==> src/rtl/dmem_lsu_pkg.sv <==
// dmem_lsu_pkg: shared size/state encodings and RAM geometry for the load/store unit
package dmem_lsu_pkg;
    localparam int RAM_AW = 12;
    localparam int RAM_DEPTH_DEF = 4096;
    typedef enum logic [1:0] {SZ_BYTE = 2'b00, SZ_HALF = 2'b01, SZ_WORD = 2'b10, SZ_ILL = 2'b11} size_e;
    typedef enum logic [1:0] {S_IDLE, S_ACCESS, S_WRITE, S_RESP} state_e;
    function automatic logic misaligned(input size_e size, input logic [1:0] off);
        return size == SZ_ILL || (size == SZ_HALF && off[0]) || (size == SZ_WORD && off != 2'b00);
    endfunction
endpackage

==> src/rtl/lsu_lane_align.sv <==
// lsu_lane_align: load lane extraction/extension and sub-word store merge
module lsu_lane_align import dmem_lsu_pkg::*; (
    input  logic [31:0] rd_word_i,
    input  logic [31:0] base_word_i,
    input  logic [31:0] wdata_i,
    input  size_e       size_i,
    input  logic        uns_i,
    input  logic [1:0]  off_i,
    output logic [31:0] load_data_o,
    output logic [31:0] merge_data_o
);
    logic [4:0]  sh;
    logic [31:0] lane;
    logic [31:0] mask;
    // shift the addressed lane down for loads, and up into a masked word for stores
    always_comb begin
        sh = {off_i, 3'b000};
        lane = rd_word_i >> sh;
        load_data_o = size_i == SZ_BYTE ? {{24{~uns_i & lane[7]}}, lane[7:0]} :
                       size_i == SZ_HALF ? {{16{~uns_i & lane[15]}}, lane[15:0]} : rd_word_i;
        mask = size_i == SZ_BYTE ? 32'h0000_00ff << sh :
               size_i == SZ_HALF ? 32'h0000_ffff << sh : 32'hffff_ffff;
        merge_data_o = (base_word_i & ~mask) | ((wdata_i << sh) & mask);
    end
endmodule

==> src/rtl/dmem_lsu.sv <==
// dmem_lsu: single-outstanding load/store unit in front of a combinational-read data RAM
module dmem_lsu import dmem_lsu_pkg::*; #(
    parameter int RAM_DEPTH = RAM_DEPTH_DEF
) (
    input  logic              clk,
    input  logic              rst,
    input  logic              req_valid,
    output logic              req_ready,
    input  logic              req_we,
    input  logic [1:0]        req_size,
    input  logic              req_unsigned,
    input  logic [31:0]       req_addr,
    input  logic [31:0]       req_wdata,
    output logic              resp_valid,
    input  logic              resp_ready,
    output logic [31:0]       resp_rdata,
    output logic              resp_err,
    output logic [RAM_AW-1:0] ram_addr,
    output logic              ram_wr_en,
    output logic [31:0]       ram_wr_data,
    input  logic [31:0]       ram_rd_data
);
    state_e            state_q;
    logic              we_q;
    size_e             size_q;
    logic              uns_q;
    logic [RAM_AW+1:0] addr_q;
    logic [31:0]       wdata_q;
    logic [31:0]       word_q;
    logic              resp_valid_q;
    logic              resp_err_q;
    logic [31:0]       resp_rdata_q;
    logic [31:0]       load_data;
    logic [31:0]       merge_data;
    logic              req_err;
    logic              sub_store;

    assign req_err = misaligned(size_e'(req_size), req_addr[1:0]) || ({2'b00, req_addr[31:2]} >= 32'(RAM_DEPTH));
    assign sub_store = we_q && size_q != SZ_WORD;
    assign req_ready = state_q == S_IDLE;
    assign resp_valid = resp_valid_q;
    assign resp_err = resp_err_q;
    assign resp_rdata = resp_rdata_q;
    assign ram_addr = addr_q[RAM_AW+1:2];
    assign ram_wr_en = (state_q == S_ACCESS && we_q && !sub_store) || state_q == S_WRITE;
    assign ram_wr_data = merge_data;

    lsu_lane_align u_align (
        .rd_word_i    (ram_rd_data),
        .base_word_i  (word_q),
        .wdata_i      (wdata_q),
        .size_i       (size_q),
        .uns_i        (uns_q),
        .off_i        (addr_q[1:0]),
        .load_data_o  (load_data),
        .merge_data_o (merge_data)
    );

    // request/response FSM; errors skip the RAM, sub-word stores read-modify-write
    always_ff @(posedge clk or posedge rst) begin
        if (rst) begin
            state_q <= S_IDLE;
            we_q <= 1'b0;
            size_q <= SZ_BYTE;
            uns_q <= 1'b0;
            addr_q <= '0;
            wdata_q <= '0;
            word_q <= '0;
            resp_valid_q <= 1'b0;
            resp_err_q <= 1'b0;
            resp_rdata_q <= '0;
        end else begin
            case (state_q)
                S_IDLE: if (req_valid) begin
                    we_q <= req_we;
                    size_q <= size_e'(req_size);
                    uns_q <= req_unsigned;
                    addr_q <= req_addr[RAM_AW+1:0];
                    wdata_q <= req_wdata;
                    state_q <= req_err ? S_RESP : S_ACCESS;
                    resp_valid_q <= req_err;
                    resp_err_q <= req_err;
                    resp_rdata_q <= '0;
                end
                S_ACCESS: begin
                    state_q <= sub_store ? S_WRITE : S_RESP;
                    resp_valid_q <= !sub_store;
                    resp_rdata_q <= we_q ? '0 : load_data;
                    word_q <= ram_rd_data;
                end
                S_WRITE: begin
                    state_q <= S_RESP;
                    resp_valid_q <= 1'b1;
                end
                S_RESP: if (resp_ready) begin
                    state_q <= S_IDLE;
                    resp_valid_q <= 1'b0;
                    resp_err_q <= 1'b0;
                    resp_rdata_q <= '0;
                end
                default: state_q <= S_IDLE;
            endcase
        end
    end
endmodule

==> config.mk <==
export PLATFORM = sky130hd
export DESIGN_NAME = dmem_lsu
export DESIGN_NICKNAME = d
export VERILOG_FILES = /design/src/rtl/dmem_lsu_pkg.sv /design/src/rtl/lsu_lane_align.sv /design/src/rtl/dmem_lsu.sv
export SDC_FILE = /design/constraint.sdc
export NUM_CORES = 1
export LEC_CHECK = 0
export BUFFER_PORTS_ARGS = -buffer_cell sky130_fd_sc_hd__buf_4
export CORE_UTILIZATION = 30
export DETAILED_ROUTE_END_ITERATION = 10
export MAX_ROUTING_LAYER = met4
export PLACE_DENSITY = 0.54
export SETUP_SLACK_MARGIN = 0.2
export SYNTH_ARGS = -nofsm -noshare
export SYNTH_HDL_FRONTEND = slang
export SYNTH_SLANG_ARGS = --single-unit
==> constraint.sdc <==
create_clock -name clk -period 5.4 [get_ports clk]
set_input_delay 1.08 -clock clk [delete_from_list [all_inputs] [get_ports clk]]
set_output_delay 1.08 -clock clk [all_outputs]
set_load 0.02 [all_outputs]
==> results.sh, run 1 <==
export IMPL_run_status="finished, final reports clean"
export IMPL_vias=4772
export IMPL_final_common_cell="buf_4"
export IMPL_synth_area_leaders="dfrtp_1 (48%), mux2_2 (18%), mux2i_1 (4.2%)"
export IMPL_grt_pass1_wl_microns=29000
export IMPL_r2r_cells=7
export IMPL_diodes=0
export IMPL_syn_nets=635
export IMPL_max_freq_mhz=254
export IMPL_drive_gt1_share_pct=47.1
export IMPL_synth_compound_area_share_pct=14.6
export IMPL_whs_ns=0.477
export IMPL_rrSetupSlack_ns=2.60
export IMPL_synth_top_family_by_area="multiplexers"
export IMPL_r2r_start="state_q[1]$_DFFE_PP0P_"
export IMPL_endpoint_kind="output port"
export IMPL_worstHoldStart="resp_valid$_DFFE_PP0P_"
export IMPL_worstMarginPinSlew_ns=1.21
export IMPL_r2r_end="resp_rdata[30]$_DFFE_PP0P_"
export IMPL_synth_top_area_share_pct=47.8
export IMPL_crit_type="flip-flop to output port"
export IMPL_synthMuxAreaShare_pct=22.7
export IMPL_clock_sinks=118
export IMPL_die_w_microns=146
export IMPL_gp_congestion=0.807
export IMPL_p_leak_uw=0.00373
export IMPL_period_share_pct=73.0
export IMPL_path_clk_slew_ns=0.05
export IMPL_syn_to_final_growth_pct=32.7
export IMPL_power_density_nw_per_um2=724
export IMPL_cts_tree="done"
export IMPL_synth_edf_count=0
export IMPL_dp_hpwl_microns=14100
export IMPL_ctsResizeCount=0
export IMPL_synth_simple_gate_area_share_pct=8.50
export IMPL_syn_area_sq_um=6180
export IMPL_drt_first_pass_iters=4
export IMPL_fin_tns_setup_ns=0
export IMPL_grt_ovfl_total=0
export IMPL_antenna_found_initial=0
export IMPL_hold_class="flip-flop to flip-flop"
export IMPL_setup_viol=0
export IMPL_grt_pass1_vias=5000
export IMPL_worstHoldPathCells=2
export IMPL_detail_route_antenna_nets=0
export IMPL_cts_hold_repair_buffers=0
export IMPL_skew_ns=0.0151
export IMPL_drc_errors=0
export IMPL_totalPowerFinal_uw=5940
export IMPL_synth_avg_cell_area_sq_um=11.8
export IMPL_synth_xor_area_share_pct=0
export IMPL_layout_common_cells="buf_4 (190), dfrtp_1 (117), mux2_2 (98)"
export IMPL_wirelength_microns=18700
export IMPL_yosysSeqAreaShare_pct=47.8
export IMPL_ys_flop_type="dfrtp_1"
export IMPL_worstPathArrival_ns=2.86
export IMPL_dp_cells=938
export IMPL_crit_required_ns=4.32
export IMPL_drt_iter0_drc=220
export IMPL_grt_util_all_layers_pct=18.5
export IMPL_die_h_microns=146
export IMPL_cts_htree_levels=4
export IMPL_start_util_pct=30.5
export IMPL_ys_async_sr_fraction_pct=100
export IMPL_num_rows=52
export IMPL_cp_start_kind="flip-flop"
export IMPL_port_buffers=183
export IMPL_register_area_sq_um=2950
export IMPL_clockRootBuffer="clkbuf_16"
export IMPL_period_needed_ns=3.94
export IMPL_rsz0062_at_grt="false"
export IMPL_path_max_fanout=22
export IMPL_n_fill_cell=1929
export IMPL_synthCells=523
export IMPL_postCtsSetupRepairBufs=0
export IMPL_numCtsBuffers=17
export IMPL_hold_viol_final=0
export IMPL_final_cells=968
export IMPL_ys_ff_latch=118
export IMPL_maxCapViolations=0
export IMPL_synth_adder_area_share_pct=1.62
export IMPL_grt_max_degree=78
export IMPL_multiInputGateArea_sq_um=2940
export IMPL_insertion_delay_ns=0.42
export IMPL_slew_violations=0
export IMPL_holdPathEnd="resp_valid$_DFFE_PP0P_"
export IMPL_synth_top_area_cell="dfrtp_1"
export IMPL_clock_path_buffers=2
export IMPL_dieArea_sq_um=21200
export IMPL_post_synth_num_cell_types=53
export IMPL_core_sq_um=20200
export IMPL_max_vdd_ir_drop_mv=0.377
export IMPL_avgViaCountPerCell=4.93
export IMPL_relSlewSlack_pct=19.3
export IMPL_floorplan_io_pins=184
export IMPL_routedWlPerCell_microns=19.3
export IMPL_ys_warn_count=0
export IMPL_layout_nets=799
==> through the flow <==
| step | utilization, % | area, sq um | setup WS (ns) |
|---|---|---|---|
| CTS | 40.5 | 8200 | 1.45 |
| finish | 40.5 | 8200 | 1.46 |
| detailed placement | 38.0 | 7700 | 1.91 |
| global placement | 38.0 | 7700 | 1.98 |
| floorplan | - | 6180 | 1.19 |
| global route | 40.5 | 8200 | 1.34 |
==> flip-flops by register name, summed over array words and instances (netlist names) <==
name and cells:
resp_valid 1, state_q 2, size_q 2, we_q 1, addr_q 14, resp_rdata 32, resp_err 1, uns_q 1
wdata_q 32, word_q 32
==> critical path, stage by stage, from the launching register on <==
cell and delay (ns):
dfrtp_2 0.68, inv_2 0.17, ha_1 0.32, a211oi_2 0.69, mux2_2 0.42, buf_4 0.16
==> logic make-up (layout without fill, tap and decap cells) <==
family / count (synthesis) / in the layout
flip-flops: 118 / 118
buffers and inverters: 55 / 230
AND/OR/NAND/NOR: 94 / 94
adder cells (fa/ha/maj): 8 / 8
multiplexers: 126 / 126
AO/OA/AOI/OAI: 122 / 122
==> how the worst max path moves through the flow <==
stage / start / end / slack [ns] / cells after the start
floorplan: rst / addr_q[0]$_DFFE_PP0P_ / 1.19 / 1
finish: addr_q[1]$_DFFE_PP0P_ / ram_wr_data[17] / 1.46 / 5
global route: addr_q[1]$_DFFE_PP0P_ / ram_wr_data[20] / 1.34 / 5
detailed placement: addr_q[1]$_DFFE_PP0P_ / ram_wr_data[17] / 1.91 / 5
CTS: addr_q[1]$_DFFE_PP0P_ / ram_wr_data[17] / 1.45 / 5
global placement: addr_q[1]$_DFFE_PP0P_ / ram_wr_data[23] / 1.98 / 5
==> per-layer routing <==
metal	track usage, %	vias to the layer above	wire length, microns
met1	23.7	2375	8530
li1	-	2243	-
met5	-	-	0
met3	3.73	15	868
met4	6.53	0	271
met2	29.1	139	8990
==> where the power goes <==
group	total (uW)	internal [uW]	leakage [uW]	switching, uW
clock network	987	601	0.000247	386
logic	3240	1510	0.00203	1730
registers	1710	1330	0.00145	379
total	5940	3450	0.00373	2490
==> cell type report <==
class	count	area share (%)
clock inverters	5	0.336
clock buffers	25	5.80
flip-flops and latches	118	36.0
multi-input cells	350	35.8
repair buffers	190	17.4
inverters	10	0.488
well taps	270	4.12
==> Yosys cell counts, drive strengths merged, types with 2 or more instances <==
library cell	number
mux2	98
nor3	2
nor2	11
a211oi	11
dfrtp	118
a22o	26
o2bb2ai	8
nor3b	3
buf	31
nand3	3
o21a	6
nand2	28
nor4	4
clkbuf	14
o22ai	2
mux2i	28
ha	8
a221o	7
nand2b	17
o221ai	4
nor2b	17
inv	10
a221oi	5
o31ai	4
o21ai	27
a21oi	18
(Power assumes the default switching activity.)
==> run 2: changes to the inputs <==
- ABC_AREA: not set -> 1
- PLACE_DENSITY: 0.54 -> 0.56
- clock period: 5.4 -> 3.6 ns (I/O delays scaled with it)
==> results.sh, run 2 <==
export IMPL_grt_pass1_wl_microns=32300
export IMPL_slowest_delay_ns=0.62
export IMPL_critPathTopFamily="buffers and inverters"
export IMPL_cts_htree_levels=4
export IMPL_grt_ovfl_total=0
export IMPL_post_synth_num_cell_types=31
export IMPL_endpoint_kind="output port"
export IMPL_synthMuxAreaShare_pct=3.53
export IMPL_max_freq_mhz=321
export IMPL_worstMarginPinSlew_ns=0.876
export IMPL_detail_route_antenna_nets=0
export IMPL_floorplan_io_pins=184
export IMPL_yosysSeqAreaShare_pct=46.2
export IMPL_start_util_pct=30.5
export IMPL_whs_ns=0.464
export IMPL_core_sq_um=21000
export IMPL_clock_path_buffers=2
export IMPL_hold_viol_final=0
export IMPL_final_common_cell="buf_4"
export IMPL_setup_viol=0
export IMPL_drt_iter0_drc=466
export IMPL_worstPathArrival_ns=2.39
export IMPL_rsz0062_at_grt="false"
export IMPL_numCtsBuffers=17
export IMPL_crit_type="flip-flop to output port"
export IMPL_path_clk_slew_ns=0.06
export IMPL_ys_async_sr_fraction_pct=100
export IMPL_port_buffers=183
export IMPL_dpl_instance_area_sq_um=7850
export IMPL_p_leak_uw=0.00430
export IMPL_clockRootBuffer="clkbuf_16"
export IMPL_synth_edf_count=0
export IMPL_antenna_found_initial=0
export IMPL_ctsResizeCount=0
export IMPL_gp_congestion=0.891
export IMPL_fin_tns_setup_ns=0
export IMPL_cts_tree="done"
export IMPL_syn_nets=909
export IMPL_synthCells=797
export IMPL_postCtsSetupRepairBufs=0
export IMPL_layout_common_cells="buf_4 (190), nand2_1 (156), dfrtp_1 (117)"
export IMPL_routedWlPerCell_microns=17.0
export IMPL_num_rows=53
export IMPL_syn_to_final_growth_pct=32.0
export IMPL_avgViaCountPerCell=4.84
export IMPL_grt_max_degree=61
export IMPL_synth_xor_area_share_pct=0
export IMPL_skew_ns=0.00853
export IMPL_syn_area_sq_um=6390
export IMPL_ys_flop_type="dfrtp_1"
export IMPL_worst_path_buf_inv=3
export IMPL_power_density_nw_per_um2=952
export IMPL_layout_nets=1063
export IMPL_hold_class="input pin to asynchronous set/reset pin"
export IMPL_crit_required_ns=2.88
export IMPL_drc_errors=0
export IMPL_crit_slowest_cell="dfrtp_1"
export IMPL_run_status="finished, final reports clean"
export IMPL_cts_hold_repair_buffers=0
export IMPL_maxCapViolations=0
export IMPL_dp_hpwl_microns=16200
export IMPL_synth_most_common_cell="nand2_1"
export IMPL_synth_simple_gate_area_share_pct=21.5
export IMPL_grt_util_all_layers_pct=20.5
export IMPL_synth_compound_area_share_pct=16.0
export IMPL_max_vdd_ir_drop_mv=0.425
export IMPL_cp_start_kind="flip-flop"
export IMPL_die_w_microns=148
export IMPL_clock_sinks=118
export IMPL_ys_warn_count=0
export IMPL_wl_met2_microns=9910
export IMPL_topRoutingLayerUsed="met4"
export IMPL_die_h_microns=148
export IMPL_slew_violations=0
export IMPL_path_max_fanout=28
export IMPL_insertion_delay_ns=0.42
export IMPL_synth_top_family_by_area="simple AND/OR/NAND/NOR gates"
export IMPL_synth_area_leaders="dfrtp_1 (46%), nand2_1 (9.2%), o21ai_0 (7.1%)"
export IMPL_vias=6001
export IMPL_ys_ff_latch=118
export IMPL_synth_top_area_share_pct=46.2
export IMPL_totalPowerFinal_uw=8030
export IMPL_post_route_util_pct=40.3
export IMPL_period_needed_ns=3.11
export IMPL_synth_avg_cell_area_sq_um=8.02
export IMPL_synth_top_area_cell="dfrtp_1"
export IMPL_relSlewSlack_pct=41.5
export IMPL_met3_length_microns=1390
export IMPL_wirelength_microns=21100
export IMPL_crit_chain="inv_4 > ha_1 > o22ai_1 > inv_2 > nor2_1 > a31oi_1 > buf_4"
export IMPL_period_share_pct=86.5
export IMPL_wl_met1_microns=9310
export IMPL_drive_gt1_share_pct=28.6
export IMPL_finalInstanceArea_sq_um=8440
export IMPL_synth_adder_area_share_pct=1.57
export IMPL_drt_first_pass_iters=5
export IMPL_dieArea_sq_um=21900
export IMPL_grt_pass1_vias=5690
export IMPL_synth_common_cells="nand2_1 (156), dfrtp_1 (118), o21ai_0 (90)"
==> run 2: stage by stage <==
stage	setup WS (ns)	cells
final	0.487	1240
after global routing	0.293	1239
after floorplan	0.816	797
after detailed placement	0.948	1207
after CTS	0.481	1239
after global placement	1.01	1207
==> run 2: worst paths after layout <==
kind	startpoint	end	slack, ns	depth (start not counted)
setup reg to reg	state_q[1]$_DFFE_PP0P_	resp_rdata[10]$_DFFE_PP0P_	1.44	9
hold / removal	rst	addr_q[6]$_DFFE_PP0P_	0.46	2
min in group clk	resp_rdata[16]$_DFFE_PP0P_	resp_rdata[16]$_DFFE_PP0P_	0.48	2
max in group asynchronous	rst	resp_rdata[10]$_DFFE_PP0P_	2.27	3
setup / recovery	addr_q[1]$_DFFE_PP0P_	ram_wr_data[20]	0.49	7
hold reg to reg	resp_rdata[16]$_DFFE_PP0P_	resp_rdata[16]$_DFFE_PP0P_	0.48	2
==> run 2: layout make-up <==
type                       instances  area [sq um]
clock inverter                    14           141
tap                              275           344
inverter                          95           365
fill                            2259         12500
timing repair buffer             192          1470
antenna                            1          2.50
sequential                       118          2950
multi-input combinational        527          2720
clock buffer                      18           439
==> run 2: report_power, final <==
group / switching, uW / total, uW / internal (uW)
sequential: 352 / 2230 / 1880
combinational: 2640 / 4130 / 1490
clock: 684 / 1670 / 987
==> run 2: worst reg2reg max path, delay by kind of cell (launching register included) <==
family,cells,cell delay (ns)
and+or+nand+nor,4,0.93
DFF,1,0.40
adders and majority gates,1,0.31
AOI/OAI and AO/OA,2,0.28
buffers and inverters,2,0.16
==> run 2: cell families after synthesis <==
kind of cell / after synthesis
flops: 118
mux: 20
compound gates: 188
fa+ha+maj: 8
simple gates: 311
buf+inv: 152
==> run 2: layer usage <==
layer / up-vias / GRT usage [%]
li1: 2919 / -
met1: 2837 / 26.3
met2: 216 / 31.4
met3: 29 / 4.57
met4: 0 / 7.78
met5: - / -
